===== src/rtl/sample_capture.sv =====
// -----------------------------------------------------------------------------
// sample_capture
//
// Captures a programmed number of samples from a strobed, already-synchronized
// data stream into a FIFO. The FIFO drains through a valid/ready port.
// A three-state controller (IDLE, CAPTURE, DONE) counts the accepted strobes.
// The overflow flag records any sample that was dropped because the FIFO was
// full. It is sticky until the next accepted start.
//
// Ports
//   clk          in   fast-domain clock, rising edge
//   reset        in   synchronous, active-high reset
//   sync_data    in   [S-1:0] sample word
//   sample_en    in   strobe: sync_data is a new sample this cycle
//   start        in   pulse: arm a run of num_samples samples
//   num_samples  in   [15:0] samples per run, taken on the accepted start
//   abort        in   pulse: return to IDLE and flush the FIFO
//   out_data     out  [S-1:0] FIFO head word
//   out_valid    out  out_data holds a valid word
//   out_ready    in   consumer accepts the head word
//   busy         out  controller is in CAPTURE
//   done         out  controller is in DONE
//   overflow     out  sticky: a sample was dropped on a full FIFO
//   level        out  [clog2(DEPTH):0] FIFO occupancy, 0..DEPTH
// -----------------------------------------------------------------------------
module sample_capture #(
   parameter int S     = 12,
   parameter int DEPTH = 16
) (
   input  logic                     clk,
   input  logic                     reset,
   input  logic [S-1:0]             sync_data,
   input  logic                     sample_en,
   input  logic                     start,
   input  logic [15:0]              num_samples,
   input  logic                     abort,
   output logic [S-1:0]             out_data,
   output logic                     out_valid,
   input  logic                     out_ready,
   output logic                     busy,
   output logic                     done,
   output logic                     overflow,
   output logic [$clog2(DEPTH):0]   level
);

   localparam int AW = $clog2(DEPTH);
   localparam int LW = AW + 1;

   typedef enum logic [1:0] {
      ST_IDLE    = 2'd0,
      ST_CAPTURE = 2'd1,
      ST_DONE    = 2'd2
   } state_e;

   state_e          state_q,     state_d;
   logic [15:0]     remaining_q, remaining_d;
   logic            overflow_q,  overflow_d;
   logic [AW-1:0]   wr_ptr_q,    wr_ptr_d;
   logic [AW-1:0]   rd_ptr_q,    rd_ptr_d;
   logic [LW-1:0]   level_q,     level_d;
   logic [S-1:0]    mem [DEPTH];

   logic fifo_empty;
   logic fifo_full;
   logic pop;
   logic push_req;
   logic push;

   // Full and empty come from the occupancy count. The pointers can then wrap
   // freely without needing an extra bit to tell full from empty.
   assign fifo_empty = (level_q == '0);
   assign fifo_full  = (level_q == LW'(DEPTH));
   assign pop        = !fifo_empty && out_ready;
   // abort suppresses a same-cycle sample
   assign push_req   = (state_q == ST_CAPTURE) && sample_en && !abort;
   // A full FIFO can still accept a word when the head leaves on the same cycle.
   assign push       = push_req && (!fifo_full || pop);

   // NOTE: every always_comb target gets its hold value first, so no path can leave a latch.
   always_comb begin
      state_d     = state_q;
      remaining_d = remaining_q;
      overflow_d  = overflow_q;
      wr_ptr_d    = wr_ptr_q;
      rd_ptr_d    = rd_ptr_q;
      level_d     = level_q;

      if (abort) begin
         // Flush, but leave overflow alone so the consumer can still see it.
         state_d     = ST_IDLE;
         remaining_d = '0;
         wr_ptr_d    = '0;
         rd_ptr_d    = '0;
         level_d     = '0;
      end else begin
         unique case (state_q)
            ST_IDLE, ST_DONE: begin
               if (start) begin
                  remaining_d = num_samples;
                  overflow_d  = 1'b0;
                  state_d     = (num_samples == 16'd0) ? ST_DONE : ST_CAPTURE;
               end
            end
            ST_CAPTURE: begin
               if (push_req) begin
                  // A dropped sample still counts toward the run length.
                  remaining_d = remaining_q - 16'd1;
                  if (remaining_q == 16'd1) begin
                     state_d = ST_DONE;
                  end
                  if (!push) begin
                     overflow_d = 1'b1;
                  end
               end
            end
            default: state_d = ST_IDLE;
         endcase

         if (push) begin
            wr_ptr_d = wr_ptr_q + AW'(1);
         end
         if (pop) begin
            rd_ptr_d = rd_ptr_q + AW'(1);
         end
         unique case ({push, pop})
            2'b10:   level_d = level_q + LW'(1);
            2'b01:   level_d = level_q - LW'(1);
            default: level_d = level_q;
         endcase
      end
   end

   // NOTE: sequential state uses non-blocking assignments, so every register samples pre-edge values.
   always_ff @(posedge clk) begin
      if (reset) begin
         state_q     <= ST_IDLE;
         remaining_q <= '0;
         overflow_q  <= 1'b0;
         wr_ptr_q    <= '0;
         rd_ptr_q    <= '0;
         level_q     <= '0;
      end else begin
         state_q     <= state_d;
         remaining_q <= remaining_d;
         overflow_q  <= overflow_d;
         wr_ptr_q    <= wr_ptr_d;
         rd_ptr_q    <= rd_ptr_d;
         level_q     <= level_d;
      end
   end

   // NOTE: the storage array has no reset; level_q and the pointers decide what is valid.
   always_ff @(posedge clk) begin
      if (push && !reset) begin
         mem[wr_ptr_q] <= sync_data;
      end
   end

   // Outputs are forced to zero while reset is high, including the cycle it is first raised.
   assign out_valid = !reset && !fifo_empty;
   assign out_data  = out_valid ? mem[rd_ptr_q] : '0;
   assign busy      = !reset && (state_q == ST_CAPTURE);
   assign done      = !reset && (state_q == ST_DONE);
   assign overflow  = !reset && overflow_q;
   assign level     = reset ? '0 : level_q;

endmodule


===== config.mk =====
export PLATFORM = sky130hd
export DESIGN_NAME = sample_capture
export DESIGN_NICKNAME = d
export VERILOG_FILES = /design/src/rtl/sample_capture.sv
export SDC_FILE = /design/constraint.sdc
export NUM_CORES = 1
export LEC_CHECK = 0
export BUFFER_PORTS_ARGS = -buffer_cell sky130_fd_sc_hd__clkbuf_2
export CORE_MARGIN = 2
export CORE_UTILIZATION = 25
export CTS_CLUSTER_SIZE = 14
export DETAILED_ROUTE_END_ITERATION = 7
export PLACE_DENSITY_LB_ADDON = 0.15
export SLEW_MARGIN = 5
export SYNTH_ARGS = -nofsm -noshare
export SYNTH_HDL_FRONTEND = slang
export SYNTH_SLANG_ARGS = --single-unit

===== constraint.sdc =====
create_clock -name clk -period 4.5 [get_ports clk]
set_input_delay 0.45 -clock clk [delete_from_list [all_inputs] [get_ports clk]]
set_output_delay 0.45 -clock clk [all_outputs]
set_load 0.05 [all_outputs]

==> results.py <==
metrics = {
    "cts": {
        "cts_tree": "done",
        "cts_buffer_depth": 3,
        "cts_hold_buffers": 0,
        "htreeDepth": 1,
        "cts_made_buffers": 27,
        "clk_latency_ns": 0.54,
        "cts_num_sinks": 228,
        "post_cts_buffers": 0,
        "cts_resized": 0,
        "root_buffer": "clkbuf_16",
        "clk_pin_slew_ns": 0.06,
    },
    "yosys": {
        "netlist_instances": 605,
        "async_reset_ff_share_pct": 0,
        "yosysUniqueCellTypes": 62,
        "synth_ff_type": "edfxtp_1",
        "synth.cell_area_sq_um": 9710,
        "yosysWarnings": 0,
        "synth_nets": 650,
        "synth_edf_count": 192,
        "seq_area_frac_synth_pct": 66.8,
        "avgSynthCellArea_sq_um": 16.0,
        "ys_ff_latch": 228,
    },
    "timing": {
        "slew_viol_final": 0,
        "rsz0062_at_grt": "no",
        "slew_headroom_pct": 30.2,
        "min_period_ns": 3.56,
        "setup_violations": 0,
        "fin_worst_skew_ns": 0.0133,
        "hold_viol_final": 0,
        "tightest_slew_ns": 1.05,
        "fin_tns_setup_ns": 0,
        "timing.fmax_mhz": 281,
        "period_share_pct": 79.1,
    },
    "critical_path": {
        "crit_family": "buffers and inverters",
        "worstSetupEndpointType": "output pin",
        "required_ns": 4.05,
        "path_common_cell": "a211oi_1",
        "path_class": "reg2out",
        "cp_num_buf_inv": 2,
        "worst_path_max_delay_cell": "dfxtp_2",
        "crit_path_cell_trace": "buf_4 > mux4_2 > nor2b_1 > a211oi_1 > a211oi_1 > clkbuf_2",
        "cp_slowest_stage_delay_ns": 0.66,
        "cp_max_fo": 31,
        "cp-start-kind": "register",
        "critical_path_arrival_ns": 3.11,
    },
    "pwr": {
        "p_sw_mw": 0.970,
        "swShare_pct": 20.1,
        "power_frac_seq_pct": 47.9,
        "p_int_mw": 3.85,
        "irDropWorstVdd_mv": 0.222,
        "total_power_mw": 4.82,
        "leakage_nw": 3.71,
        "pwr-share-comb_pct": 3.5,
        "p_clk_share_pct": 48.7,
        "p_per_area_nw_per_um2": 416,
    },
    "floorplan": {
        "num_rows": 72,
        "die_w_um": 201,
        "core-area_sq_um": 38500,
        "die_area_sq_um": 40400,
        "die_h_um": 201,
        "initial_utilization_pct": 25.2,
        "io_pins": 55,
    },
    "layout": {
        "syn_to_final_growth_pct": 19.4,
        "final_cell_count_no_fill": 1212,
        "drive_gt1_share_pct": 26.1,
        "nFillCells": 3858,
        "final_util_pct": 30.1,
        "antenna_cells": 0,
        "fin_nets": 719,
        "final_cell_area_sq_um": 11600,
    },
    "global_route": {
        "antenna_found_initial": 1,
        "grt_pass1_vias": 5877,
        "overflow": 0,
        "grt_pass1_wl_mm": 37.2,
        "grtUsageTotal_pct": 12.2,
        "grt_max_degree": 43,
    },
    "run": {
        "maxCapViolations": 0,
    },
    "status": {
        "status": "complete, no violations",
    },
    "hold_path": {
        "hold_path.class": "in2reg",
    },
    "placed_design": {
        "io_buffers": 54,
        "place_congestion": 0.794,
        "placed_cells": 1163,
        "dp_hpwl_mm": 15.3,
        "place_area_sq_um": 10600,
    },
    "route": {
        "ant_nets": 0,
        "wl_per_cell_um": 20.3,
        "dr.pass1.iters": 4,
        "initialDrtViolationCount": 300,
        "wl_mm": 24.6,
        "drt-vias-per-instance": 4.70,
        "vias": 5692,
        "drc": 0,
    },
}
[layout by cell type, fill, tap and decap left out, drive strengths merged, types with 6 or more instances in the layout]
cell type / instances
mux4: 48
ha: 10
nand2: 15
a21oi: 17
nor3: 6
clkbuf: 88
o21ai: 13
buf: 22
inv: 15
dfxtp: 36
nor2b: 20
a211oi: 29
nor4: 13
mux2i: 21
nor2: 43
bufinv: 7
edfxtp: 192
nand3: 7
[synth_stat cells, drive strengths merged (6+ instances only)]
| master | instances | area share [%] |
|---|---|---|
| a211oi | 29 | 2.3 |
| a21oi | 17 | 0.88 |
| buf | 15 | 0.86 |
| clkbuf | 21 | 0.82 |
| dfxtp | 36 | 7.4 |
| edfxtp | 192 | 59 |
| ha | 10 | 1.3 |
| inv | 13 | 0.50 |
| mux2i | 21 | 2.2 |
| mux4 | 48 | 11 |
| nand2 | 15 | 0.58 |
| nand3 | 7 | 0.36 |
| nor2 | 43 | 1.7 |
| nor2b | 20 | 1.3 |
| nor3 | 6 | 0.31 |
| nor4 | 13 | 0.97 |
| o21ai | 13 | 0.71 |
[logic make-up after synthesis]
logic type / count (synthesis) / share of synthesized area (%)
compound gates: 103 / 7.89
xor+xnor: 6 / 0.541
fa+ha+maj: 11 / 1.50
mux: 69 / 13.3
buf+inv: 49 / 2.19
flops: 228 / 66.8
simple gates: 139 / 7.77
[routing by layer]
metal  GRT usage [%]  up-vias  part of all wire, %
met5               0        -                0.057
met4            3.31        2                  2.0
met3            2.13       34                  4.4
met2            19.9      112                   47
met1            16.6     2966                   46
li1                -     2578                    -
[power groups by stage]
stage                     combinational [mW]  clock (mW)  sequential (mW)
after floorplan                        0.104           0             2.35
after global placement                 0.166           0             2.35
after detailed placement               0.168           0             2.35
after CTS                              0.169        2.41             2.31
after global routing                   0.186        2.49             2.31
final                                  0.167        2.35             2.31
[sequential cells by signal (all words and copies together), names as in the netlist, named ones only]
name         flops
level_q          5
rd_ptr_q         4
mem            192
overflow_q       1
state_q          2
wr_ptr_q         4
remaining_q     16
[final timing paths]
| path | start | endpoint | slack (ns) | cells past startpoint |
|---|---|---|---|---|
| worst max-delay path | register | out_data[1] | 0.94 | 6 |
| worst min-delay path | num_samples[9] | remaining_q[9]$_SDFFE_PP0P_ | 0.21 | 2 |
| worst max register to register | state_q[0]$_SDFFE_PP0P_ | level_q[4]$_SDFFE_PP0P_ | 1.42 | 8 |
| worst min register to register | overflow_q$_SDFFE_PP0P_ | overflow_q$_SDFFE_PP0P_ | 0.48 | 2 |
[cell type report]
class	count	area, sq um	area share, %
Multi-Input combinational cell	328	3010	26.0
Clock inverter	15	258	2.22
Clock buffer	34	702	6.05
Sequential cell	228	6490	56.0
Timing Repair Buffer	76	435	3.76
Inverter	13	48.8	0.421
Tap cell	518	648	5.59
[stage by stage]
stage	setup slack [ns]	hold WS [ns]
CTS	0.833	0.180
finish	0.940	0.210
floorplan	1.64	0.444
detailed placement	1.40	0.466
global placement	1.43	0.460
global route	0.746	0.194
(Power assumes the default switching activity.)
